--- config.mk ---
export PLATFORM = sky130hd
export DESIGN_NAME = pipe_hazard_ctrl_flat
export DESIGN_NICKNAME = d
export VERILOG_FILES = /design/src/rtl/pipe_hazard_ctrl_pkg.sv /design/src/rtl/pipe_hazard_ctrl_if.sv /design/src/rtl/pipe_hazard_ctrl_md_busy_counter.sv /design/src/rtl/pipe_hazard_ctrl.sv /design/src/flat_wrapper.sv
export SDC_FILE = /design/constraint.sdc
export NUM_CORES = 1
export LEC_CHECK = 0
export BUFFER_PORTS_ARGS = -buffer_cell sky130_fd_sc_hd__buf_2
export CAP_MARGIN = 10
export CORE_MARGIN = 8
export CORE_UTILIZATION = 39
export CTS_CLUSTER_DIAMETER = 60
export DETAILED_ROUTE_END_ITERATION = 10
export GPL_ROUTABILITY_DRIVEN = 0
export GPL_TIMING_DRIVEN = 0
export PLACE_DENSITY = 0.74
export SYNTH_ARGS = -nofsm -noshare
export SYNTH_HDL_FRONTEND = slang
export SYNTH_SLANG_ARGS = --single-unit
export TNS_END_PERCENT = 10
--- constraint.sdc ---
create_clock -name clk -period 1.6 [get_ports clk]
set_input_delay 0.32 -clock clk [delete_from_list [all_inputs] [get_ports clk]]
set_output_delay 0.32 -clock clk [all_outputs]
set_load 0.01 [all_outputs]
--- src/rtl/pipe_hazard_ctrl_pkg.sv ---
// Shared definitions for the pipeline hazard controller.
//   ctrl_state_t   : controller states (IDLE, MD_BUSY, HALT)
//   MULT_LAT       : multiply occupancy in cycles
//   DIV_LAT        : divide occupancy in cycles
//   md_init_count  : busy-counter preload for a newly accepted mult/div
package pipe_ctrl_pkg;

    typedef enum logic [1:0] {
        IDLE    = 2'd0,
        MD_BUSY = 2'd1,
        HALT    = 2'd2
    } ctrl_state_t;

    localparam int unsigned MULT_LAT = 4;
    localparam int unsigned DIV_LAT  = 32;
    localparam int unsigned CNT_W    = 5;

    // The counter is preloaded with latency-1 so that it reaches zero on
    // the last busy cycle.
    function automatic logic [CNT_W-1:0] md_init_count(input logic is_mult);
        return is_mult ? CNT_W'(MULT_LAT - 1) : CNT_W'(DIV_LAT - 1);
    endfunction

endpackage

--- src/rtl/pipe_hazard_ctrl_if.sv ---
// Pipeline <-> hazard controller signal bundle.
//   master : pipeline side, drives ID/EX/MEM/WB status, receives controls
//   slave  : hazard controller side
interface pipe_hazard_ctrl_if;
    logic [4:0] id_rs;
    logic [4:0] id_rt;
    logic       id_uses_rs;
    logic       id_uses_rt;
    logic       id_md_start;
    logic       id_md_is_mult;
    logic       id_lhr_ren;
    logic       ex_dm_ren;
    logic       ex_rf_wen;
    logic [4:0] ex_rf_waddr;
    logic       mem_branch_taken;
    logic       wb_syscall;
    logic       pc_stall;
    logic       if_id_stall;
    logic       if_id_clr;
    logic       id_ex_clr;
    logic       ex_mem_clr;
    logic       md_busy;
    logic       halt;

    modport master (
        output id_rs, id_rt, id_uses_rs, id_uses_rt, id_md_start, id_md_is_mult,
               id_lhr_ren, ex_dm_ren, ex_rf_wen, ex_rf_waddr, mem_branch_taken,
               wb_syscall,
        input  pc_stall, if_id_stall, if_id_clr, id_ex_clr, ex_mem_clr,
               md_busy, halt
    );

    modport slave (
        input  id_rs, id_rt, id_uses_rs, id_uses_rt, id_md_start, id_md_is_mult,
               id_lhr_ren, ex_dm_ren, ex_rf_wen, ex_rf_waddr, mem_branch_taken,
               wb_syscall,
        output pc_stall, if_id_stall, if_id_clr, id_ex_clr, ex_mem_clr,
               md_busy, halt
    );
endinterface

--- src/rtl/pipe_hazard_ctrl_md_busy_counter.sv ---
// Multiply/divide occupancy counter.
//   clk, rst  : clock, asynchronous active-high reset (clears count)
//   load      : preload with load_val
//   load_val  : preload value
//   dec       : decrement (saturates at zero)
//   cnt       : current count
//   zero      : count is zero
module md_busy_counter
    import pipe_ctrl_pkg::*;
(
    input  logic             clk,
    input  logic             rst,
    input  logic             load,
    input  logic [CNT_W-1:0] load_val,
    input  logic             dec,
    output logic [CNT_W-1:0] cnt,
    output logic             zero
);

    always_ff @(posedge clk or posedge rst) begin
        if (rst) begin
            cnt <= '0;
        end else if (load) begin
            cnt <= load_val;
        end else if (dec && (cnt != '0)) begin
            cnt <= cnt - CNT_W'(1);
        end
    end

    assign zero = (cnt == '0);

endmodule

--- src/rtl/pipe_hazard_ctrl.sv ---
// Pipeline hazard controller: load-use and mult/div interlocks, branch
// flush and syscall halt.
//   clk, rst : clock, asynchronous active-high reset
//   ctrl     : pipe_hazard_ctrl_if.slave bundle (ID/EX/MEM/WB status in,
//              stall/clear controls, md_busy and halt out)
module pipe_hazard_ctrl
    import pipe_ctrl_pkg::*;
(
    input  logic               clk,
    input  logic               rst,
    pipe_hazard_ctrl_if.slave  ctrl
);

    ctrl_state_t      state;
    logic             halt_q;
    logic             md_busy_q;
    logic             load_use;
    logic             md_hazard;
    logic             stall;
    logic             accept;
    logic             cnt_load;
    logic             cnt_dec;
    logic             cnt_zero;
    logic [CNT_W-1:0] cnt;

    always_comb begin
        load_use = ctrl.ex_dm_ren && ctrl.ex_rf_wen && (ctrl.ex_rf_waddr != '0) &&
                   ((ctrl.id_uses_rs && (ctrl.id_rs == ctrl.ex_rf_waddr)) ||
                    (ctrl.id_uses_rt && (ctrl.id_rt == ctrl.ex_rf_waddr)));
        md_hazard = (state == MD_BUSY) && (ctrl.id_lhr_ren || ctrl.id_md_start);
        stall     = load_use || md_hazard;
        accept    = (state == IDLE) && ctrl.id_md_start && !stall &&
                    !ctrl.mem_branch_taken;
        // A syscall reaching WB freezes the counter for the halted state.
        cnt_load  = accept && !ctrl.wb_syscall;
        cnt_dec   = (state == MD_BUSY) && !ctrl.wb_syscall;
    end

    // Priority: halt, then branch flush, then stall.
    always_comb begin
        ctrl.pc_stall    = 1'b0;
        ctrl.if_id_stall = 1'b0;
        ctrl.if_id_clr   = 1'b0;
        ctrl.id_ex_clr   = 1'b0;
        ctrl.ex_mem_clr  = 1'b0;
        if (state == HALT) begin
            ctrl.pc_stall    = 1'b1;
            ctrl.if_id_stall = 1'b1;
            ctrl.id_ex_clr   = 1'b1;
        end else if (ctrl.mem_branch_taken) begin
            ctrl.if_id_clr  = 1'b1;
            ctrl.id_ex_clr  = 1'b1;
            ctrl.ex_mem_clr = 1'b1;
        end else if (stall) begin
            ctrl.pc_stall    = 1'b1;
            ctrl.if_id_stall = 1'b1;
            ctrl.id_ex_clr   = 1'b1;
        end
    end

    always_ff @(posedge clk or posedge rst) begin
        if (rst) begin
            state     <= IDLE;
            halt_q    <= 1'b0;
            md_busy_q <= 1'b0;
        end else if (ctrl.wb_syscall || (state == HALT)) begin
            state     <= HALT;
            halt_q    <= 1'b1;
            md_busy_q <= 1'b0;
        end else begin
            case (state)
                IDLE: begin
                    if (accept) begin
                        state     <= MD_BUSY;
                        md_busy_q <= 1'b1;
                    end
                end
                MD_BUSY: begin
                    if (cnt_zero) begin
                        state     <= IDLE;
                        md_busy_q <= 1'b0;
                    end
                end
                default: begin
                    state     <= IDLE;
                    md_busy_q <= 1'b0;
                end
            endcase
        end
    end

    assign ctrl.md_busy = md_busy_q;
    assign ctrl.halt    = halt_q;

    md_busy_counter u_cnt (
        .clk      (clk),
        .rst      (rst),
        .load     (cnt_load),
        .load_val (md_init_count(ctrl.id_md_is_mult)),
        .dec      (cnt_dec),
        .cnt      (cnt),
        .zero     (cnt_zero)
    );

endmodule

--- src/flat_wrapper.sv ---
// flat-port wrapper written by rule: the top's interface ports become plain ports
module pipe_hazard_ctrl_flat import pipe_ctrl_pkg::*;
  (clk, rst, ctrl_id_rs, ctrl_id_rt, ctrl_id_uses_rs, ctrl_id_uses_rt, ctrl_id_md_start, ctrl_id_md_is_mult, ctrl_id_lhr_ren, ctrl_ex_dm_ren, ctrl_ex_rf_wen, ctrl_ex_rf_waddr, ctrl_mem_branch_taken, ctrl_wb_syscall, ctrl_pc_stall, ctrl_if_id_stall, ctrl_if_id_clr, ctrl_id_ex_clr, ctrl_ex_mem_clr, ctrl_md_busy, ctrl_halt);
  pipe_hazard_ctrl_if ctrl_i ();
  input  logic clk;
  input  logic rst;
  input wire logic [$bits(ctrl_i.id_rs)-1:0] ctrl_id_rs;
  input wire logic [$bits(ctrl_i.id_rt)-1:0] ctrl_id_rt;
  input wire logic [$bits(ctrl_i.id_uses_rs)-1:0] ctrl_id_uses_rs;
  input wire logic [$bits(ctrl_i.id_uses_rt)-1:0] ctrl_id_uses_rt;
  input wire logic [$bits(ctrl_i.id_md_start)-1:0] ctrl_id_md_start;
  input wire logic [$bits(ctrl_i.id_md_is_mult)-1:0] ctrl_id_md_is_mult;
  input wire logic [$bits(ctrl_i.id_lhr_ren)-1:0] ctrl_id_lhr_ren;
  input wire logic [$bits(ctrl_i.ex_dm_ren)-1:0] ctrl_ex_dm_ren;
  input wire logic [$bits(ctrl_i.ex_rf_wen)-1:0] ctrl_ex_rf_wen;
  input wire logic [$bits(ctrl_i.ex_rf_waddr)-1:0] ctrl_ex_rf_waddr;
  input wire logic [$bits(ctrl_i.mem_branch_taken)-1:0] ctrl_mem_branch_taken;
  input wire logic [$bits(ctrl_i.wb_syscall)-1:0] ctrl_wb_syscall;
  output wire logic [$bits(ctrl_i.pc_stall)-1:0] ctrl_pc_stall;
  output wire logic [$bits(ctrl_i.if_id_stall)-1:0] ctrl_if_id_stall;
  output wire logic [$bits(ctrl_i.if_id_clr)-1:0] ctrl_if_id_clr;
  output wire logic [$bits(ctrl_i.id_ex_clr)-1:0] ctrl_id_ex_clr;
  output wire logic [$bits(ctrl_i.ex_mem_clr)-1:0] ctrl_ex_mem_clr;
  output wire logic [$bits(ctrl_i.md_busy)-1:0] ctrl_md_busy;
  output wire logic [$bits(ctrl_i.halt)-1:0] ctrl_halt;
  assign ctrl_i.id_rs = ctrl_id_rs;
  assign ctrl_i.id_rt = ctrl_id_rt;
  assign ctrl_i.id_uses_rs = ctrl_id_uses_rs;
  assign ctrl_i.id_uses_rt = ctrl_id_uses_rt;
  assign ctrl_i.id_md_start = ctrl_id_md_start;
  assign ctrl_i.id_md_is_mult = ctrl_id_md_is_mult;
  assign ctrl_i.id_lhr_ren = ctrl_id_lhr_ren;
  assign ctrl_i.ex_dm_ren = ctrl_ex_dm_ren;
  assign ctrl_i.ex_rf_wen = ctrl_ex_rf_wen;
  assign ctrl_i.ex_rf_waddr = ctrl_ex_rf_waddr;
  assign ctrl_i.mem_branch_taken = ctrl_mem_branch_taken;
  assign ctrl_i.wb_syscall = ctrl_wb_syscall;
  assign ctrl_pc_stall = ctrl_i.pc_stall;
  assign ctrl_if_id_stall = ctrl_i.if_id_stall;
  assign ctrl_if_id_clr = ctrl_i.if_id_clr;
  assign ctrl_id_ex_clr = ctrl_i.id_ex_clr;
  assign ctrl_ex_mem_clr = ctrl_i.ex_mem_clr;
  assign ctrl_md_busy = ctrl_i.md_busy;
  assign ctrl_halt = ctrl_i.halt;
  pipe_hazard_ctrl u_core (.clk(clk), .rst(rst), .ctrl(ctrl_i));
endmodule
==> summary.md, run 1 <==
| Metric | Value |
|---|---|
| Status | `finished, violations left` |
| Failing checks | `setup timing` |
| Cell Chain, Critical Path | `buf_8 > or3_4 > o311a_4 > a21oi_4 > nor2_2 > buf_4 > buf_2` |
| Fmax | `525 MHz` |
| Largest cells by area after synthesis | `dfrtp_1 32%, xnor2_1 16%, nand2b_1 7.1%, mux2i_1 6.5%, ha_1 4.0%` |
| Flops & latches, synth | `8` |
| Crit path DAT | `1580 ps` |
| Starting Density | `41.5%` |
| Clock Path Buffers | `2` |
| CP delay by family, top | `compound AO/OA/AOI/OAI gates` |
| CTS HTree Levels | `1` |
| Fin crit share | `119%` |
| Worst Path Max Fanout | `3` |
| Most frequent cells in the layout | `30 x buf_2, 11 x xnor2_1, 7 x nand2b_1, 7 x dfrtp_1, 5 x nor2_1` |
| Cell Area, Synth | `618 um2` |
| DIE AREA | `3110 um2` |
| Setup CP Type | `in2out` |
| Fin util | `59.7%` |
| Number of remaining DRC errors | `0` |
| RSZ-0062 raised after global routing | `yes` |
| Yosys top cell area share | `32.4%` |
| Hpwl dp | `1330 um` |
| TritonCTS clock tree | `yes` |
| Vias | `595` |
| # hold bufs at CTS | `0` |
| Post-place setup slack | `-361 ps` |
| Tightest Pin Transition | `367 ps` |
| Min cycle time layout | `1900 ps` |
| Most common cell after layout, fill and taps aside | `buf_2` |
| Fillcell total | `125` |
| Post-DR vias/cell | `5.09` |
| CP required | `1280 ps` |
| Nets | `131` |
| Reg2reg setup slack | `40 ps` |
| Clk_lat worst skew | `250 ps` |
| Area Overhead vs Synth | `43.7%` |
| IO Count | `33` |
| Antenna Violating Nets Remaining | `0` |
| Clock Skews | `2.43 ps` |
| Leak pwr | `0.383 nW` |
| CP Launch Type | `input port` |
| Max Cap Viol | `0` |
| Core area | `1490 um2` |
| Postcts setup bufs | `0` |
| Syn Area/Cell | `9.37 um2` |
| Die width | `55.8 um` |
| Final setup fails | `4` |
| Starting DRT DRC Count | `17` |
| Max Slew Vio Count | `0` |
| Final worst slack | `-305 ps` |
| Area leader, netlist | `dfrtp_1` |
| Number of clock sinks | `8` |
| GRT Residual Overflow | `0` |
| Slowest-stage cell, CP | `or3_4` |
| Setup crit end kind | `primary output` |
| Row Count | `14` |
| Ys Warns | `0` |
| Fin. Hold Viols | `0` |
| WL per Instance | `14.1 um` |
| Max incr delay on CP | `370 ps` |
| Die Y | `55.8 um` |
| PortBufs | `32` |
| Clock root buffer | `clkbuf_4` |
| Final hold slack | `6.33 ps` |
| ANT cells | `0` |
| CTS clk-pin slew, worst paths | `50 ps` |
| HP Class | `in2async` |
| Worst IR Drop VDD | `0.409 mV` |
| Synth unique cells | `24` |
| Normalized max-slew margin | `75.5%` |
| Total GRT Usage | `10.9%` |
| Vias in the first global route | `566` |
| Largest net degree at the start of global routing | `9` |
| Routed wire length | `1650 um` |
| Syn Nets | `94` |
| DR pass1 iterations | `4` |
| WP buf/inv | `3` |
| Pwr/cell area | `514 nW/um2` |
| CTS buffer count | `3` |
| Antenna violations before repair | `0` |
| Mapped Cells | `66` |
| Sequential area share after synthesis | `32.4%` |
| Layout cells sized above 1 | `45.5%` |
| Design Power | `0.000456 W` |
| First-pass GRT wire length | `2790 um` |
## metrics by stage
| step | setup TNS [ps] | std cells | cell area, um2 |
|---|---|---|---|
| 2_1_floorplan | -240 | 66 | 624 |
| 3_3_place_gp | -2120 | 114 | 805 |
| 3_5_place_dp | -2320 | 114 | 805 |
| 4_1_cts | -776 | 117 | 876 |
| 5_1_grt | -1280 | 117 | 888 |
| 6_report | -745 | 117 | 888 |
## repair_timing
action	CTS	global route
setup endpoints to repair	9	10
gates resized for setup	10	2
pin swaps	0	3
## path summary, 6_finish.rpt
| path | depth (start not counted) | startpoint | to |
|---|---|---|---|
| max | 7 | ctrl_ex_rf_waddr[1] | ctrl_pc_stall |
| min | 2 | rst | u_core.u_cnt.cnt[1]$_DFFE_PP0P_ |
| max reg2reg | 6 | u_core.u_cnt.cnt[0]$_DFFE_PP0P_ | u_core.u_cnt.cnt[1]$_DFFE_PP0P_ |
| min reg2reg | 1 | u_core.ctrl.halt$_DFFE_PP0P_ | u_core.ctrl.halt$_DFFE_PP0P_ |
| max in group asynchronous | 2 | rst | u_core.state[0]$_DFFE_PP0P_ |
| min in group clk | 2 | ctrl_id_md_is_mult | u_core.u_cnt.cnt[2]$_DFFE_PP0P_ |
## area by class of cell
class	instances	area [um2]	share of cell area [%]
Inverter	3	11.3	1.27
Multi-Input combinational cell	53	442	49.7
Clock buffer	3	22.5	2.54
Buffer	2	15.0	1.69
Timing Repair Buffer	32	176	19.9
Tap cell	16	20.0	2.25
Sequential cell	8	201	22.7
## routing by layer
layer | wire (um) | up-vias | GRT usage, % | share of wire (%)
met5 | 0 | - | 0 | 0
met4 | 22 | 0 | 4.12 | 1.3
met3 | 250 | 2 | 4.57 | 15
met2 | 686 | 39 | 16.0 | 42
met1 | 692 | 255 | 13.8 | 42
li1 | - | 299 | - | -
## logic make-up after synthesis
kind of cell / after synthesis / share of synthesized area (%)
buf+inv: 5 / 4.25
flops: 8 / 32.4
simple gates: 27 / 23.5
mux: 4 / 6.48
fa+ha+maj: 2 / 4.05
compound gates: 9 / 13.8
xor+xnor: 11 / 15.6
## sequential cells by signal, summed over array words and instances, names as in the netlist
name	count
u_core.ctrl.halt	1
u_core.state	2
u_core.u_cnt.cnt	5
## where the power goes
part | switching (W) | internal, W | leakage (nW)
Combinational | 0.0000447 | 0.0000548 | 0.276
Clock | 0.0000604 | 0.0000853 | 0.0138
Sequential | 0.00000457 | 0.000207 | 0.0930
Total | 0.000110 | 0.000347 | 0.383
## cell usage after synthesis
master and number:
a211o_1 1, ha_1 2, nor3b_1 1, buf_4 2, and2_1 1, o311a_4 1
o22ai_1 1, nand3_1 2, xnor2_1 11, mux2i_1 4, nand2b_1 7, dfrtp_1 8
o21ai_0 1, nand3b_1 1, o311ai_1 1, nand2_1 2, a211oi_4 1, a21oi_1 3
or2_2 1, inv_1 3, nand4_1 2, nor3_1 3, nor2_1 6, or3_1 1
No activity file was read; power rests on OpenSTA's default activity.
==> inputs of run 2 (changes only) <==
--- a/config.mk
+++ b/config.mk
@@ -5,7 +5,7 @@
 export SDC_FILE = /design/constraint.sdc
 export NUM_CORES = 1
 export LEC_CHECK = 0
-export BUFFER_PORTS_ARGS = -buffer_cell sky130_fd_sc_hd__buf_2
+export BUFFER_PORTS_ARGS = -buffer_cell sky130_fd_sc_hd__buf_4
 export CAP_MARGIN = 10
 export CORE_MARGIN = 8
 export CORE_UTILIZATION = 39
==> run 2 against run 1 <==
Effect of this change:
- the run still ends with setup timing left
- via count shrank 1.0%
- final cell count is the same
- sequential share of layout area shrank 2.0 points
- first-iteration DRC count shrank 71%
- non-clock buffer count is the same
- clock-buffer cell count is the same
- hold slack lost 0.77 ps
- utilization grew 5.7 points
- combinational power grew 16%
- cell area grew 9.6%
- largest power group unchanged
- highest routed layer unchanged
==> summary.md, run 2 (synthesis results as in run 1) <==
| Metric | Value |
|---|---|
| Sum Neg Setup Slack | `-748 ps (-3.48 ps)` |
| Clock root buffer | `clkbuf_4` |
| Vias in the first global route | `620 (+9.5%)` |
| Hpwl dp | `1410 um (+5.7%)` |
| Slowest-stage cell, CP | `or3_4` |
| Max Used Layer | `met4` |
| Biggest register | `u_core.u_cnt.cnt` |
| First-pass GRT wire length | `2930 um (+5.2%)` |
| Row Count | `14 (unchanged)` |
| Starting DRT DRC Count | `5 (-12)` |
| # hold bufs at CTS | `0 (unchanged)` |
| Stages on the worst setup path | `7 (unchanged)` |
| Most frequent cells in the layout | `30 x buf_4, 11 x xnor2_1, 7 x nand2b_1, 7 x dfrtp_1` |
| Routed wire length | `1760 um (+6.4%)` |
| WL met3 | `176 um (-30%)` |
| Antenna violations before repair | `0 (unchanged)` |
| Register area | `201 um2 (unchanged)` |
| Final worst slack | `-284 ps (+20.7 ps)` |
| Fillcell total | `134 (+7.2%)` |
| Flop pwr share | `43.9% (-2.4 points)` |
| Failing checks | `setup timing` |
| Nets | `131 (unchanged)` |
| Fmax | `531 MHz (+1.1%)` |
| CTS HTree Levels | `1 (unchanged)` |
| Layout cells sized above 1 | `46.5% (+0.99 points)` |
| Clock Path Buffers | `2 (unchanged)` |
| Clk_lat worst skew | `260 ps (about the same)` |
| ANT cells | `0 (unchanged)` |
| Fin. Hold Viols | `0 (unchanged)` |
| Area of the multi-input gates | `444 um2 (+0.57%)` |
| Total GRT Usage | `11.6% (+0.71 points)` |
| GRT Residual Overflow | `0 (unchanged)` |
| CP delay by family, top | `compound AO/OA/AOI/OAI gates` |
| PortBufs | `32 (unchanged)` |
| Final setup fails | `4 (unchanged)` |
| Max incr delay on CP | `370 ps (about the same)` |
| CP Launch Type | `input port` |
| Final hold slack | `5.56 ps (-0.774 ps)` |
| Post-DR vias/cell | `5.03 (-1.0%)` |
| HP Class | `in2async` |
| Tightest Pin Transition | `379 ps (+12.5 ps)` |
| Combinational Power Share | `23.8% (+2.0 points)` |
| Pwr/cell area | `494 nW/um2 (-3.8%)` |
| Starting Density | `41.5% (unchanged)` |
| Number of clock sinks | `8 (unchanged)` |
| Fin crit share | `118% (-1.3 points)` |
| Number of remaining DRC errors | `0 (unchanged)` |
| Max FFs per register | `5 (unchanged)` |
| Antenna Violating Nets Remaining | `0 (unchanged)` |
| Die width | `55.8 um (unchanged)` |
| Max Slew Vio Count | `0 (unchanged)` |
| Internal | `0.000363 W (+4.7%)` |
| Cell Chain, Critical Path | `buf_8 > or3_4 > o311a_4 > a21oi_4 > nor2_2 > buf_4 > buf_6` |
| Die Y | `55.8 um (unchanged)` |
| Leak pwr | `0.413 nW (+7.9%)` |
| Min cycle time layout | `1880 ps (-20.7 ps)` |
| RSZ-0062 raised after global routing | `yes` |
| Clk network pwr share | `32.3% (+0.4 points)` |
| WL per Instance | `15.0 um (+6.4%)` |
| Fin util | `65.4% (+5.7 points)` |
| CTS clk-pin slew, worst paths | `60 ps (about the same)` |
| Postcts setup bufs | `0 (unchanged)` |
| Most common cell after layout, fill and taps aside | `buf_4` |
| IO Count | `33 (unchanged)` |
| Post-place setup slack | `-360 ps (+0.754 ps)` |
| Largest net degree at the start of global routing | `9 (unchanged)` |
| Max Cap Viol | `0 (unchanged)` |
| Vias | `589 (-1.0%)` |
| DR pass1 iterations | `4 (unchanged)` |
| Psw | `0.000118 W (+7.7%)` |
| Sw frac | `24.5% (+0.52 points)` |
| Core area | `1490 um2 (unchanged)` |
| Worst Path Max Fanout | `3 (unchanged)` |
| Setup CP Type | `in2out` |
| DIE AREA | `3110 um2 (unchanged)` |
| TritonCTS clock tree | `yes` |
| M1 WL | `828 um (+20%)` |
| Clock Skews | `6.80 ps (+4.37 ps)` |
| Normalized max-slew margin | `74.6% (-0.84 points)` |
| Area Overhead vs Synth | `57.5%` |
| Met2 WL | `723 um (+5.4%)` |
| Status | `finished, violations left` |
| Worst IR Drop VDD | `0.547 mV (+34%)` |
| CP required | `1280 ps (about the same)` |
| CTS buffer count | `3 (unchanged)` |
| Crit path DAT | `1560 ps (-20 ps)` |
| Setup crit end kind | `primary output` |
| WP buf/inv | `3 (unchanged)` |
| FF-to-FF path depth | `6 (unchanged)` |
run 2: area by class of cell:
class / instances / area share (%)
Tap cell: 16 / 2.06
Clock buffer: 3 / 2.31
Inverter: 3 / 1.16
Timing Repair Buffer: 32 / 26.6
Sequential cell: 8 / 20.7
Multi-Input combinational cell: 53 / 45.6
Buffer: 2 / 1.54
run 2: per-stage QoR:
stage          instances  total power [W]  cell area [um2]
3_3_place_gp         114         0.000315              885
5_1_grt              117         0.000511              973
4_1_cts              117         0.000483              966
2_1_floorplan         66         0.000255              624
6_report             117         0.000481              973
3_5_place_dp         114         0.000318              885
run 2: timing repair:
| item | 4_1_cts | 5_1_grt |
|---|---|---|
| gates resized for setup | 12 | 1 |
| pin swaps | 1 | 0 |
| setup endpoints to repair | 9 | 9 |
run 2: power groups by stage:
stage | combinational, W | clock [W] | sequential, W
2_1_floorplan | 0.0000419 | 0 | 0.000213
3_3_place_gp | 0.000101 | 0 | 0.000213
3_5_place_dp | 0.000104 | 0 | 0.000214
4_1_cts | 0.000111 | 0.000161 | 0.000211
5_1_grt | 0.000125 | 0.000174 | 0.000212
6_report | 0.000115 | 0.000155 | 0.000211
run 2: path summary, 6_finish.rpt:
check	from	end	slack, ps
setup / recovery	ctrl_ex_rf_waddr[1]	ctrl_pc_stall	-280
hold / removal	rst	u_core.u_cnt.cnt[0]$_DFFE_PP0P_	6
setup reg to reg	u_core.u_cnt.cnt[0]$_DFFE_PP0P_	u_core.u_cnt.cnt[1]$_DFFE_PP0P_	10
hold reg to reg	u_core.ctrl.halt$_DFFE_PP0P_	u_core.ctrl.halt$_DFFE_PP0P_	470
max in group asynchronous	rst	u_core.state[0]$_DFFE_PP0P_	1340
min in group clk	ctrl_id_md_is_mult	u_core.u_cnt.cnt[4]$_DFFE_PP0P_	260
run 2: routing by layer:
| metal | track usage, % | up-vias |
|---|---|---|
| met5 | 0 | - |
| met4 | 6.19 | 0 |
| met3 | 4.79 | 2 |
| met2 | 17.1 | 31 |
| met1 | 14.0 | 258 |
| li1 | - | 298 |
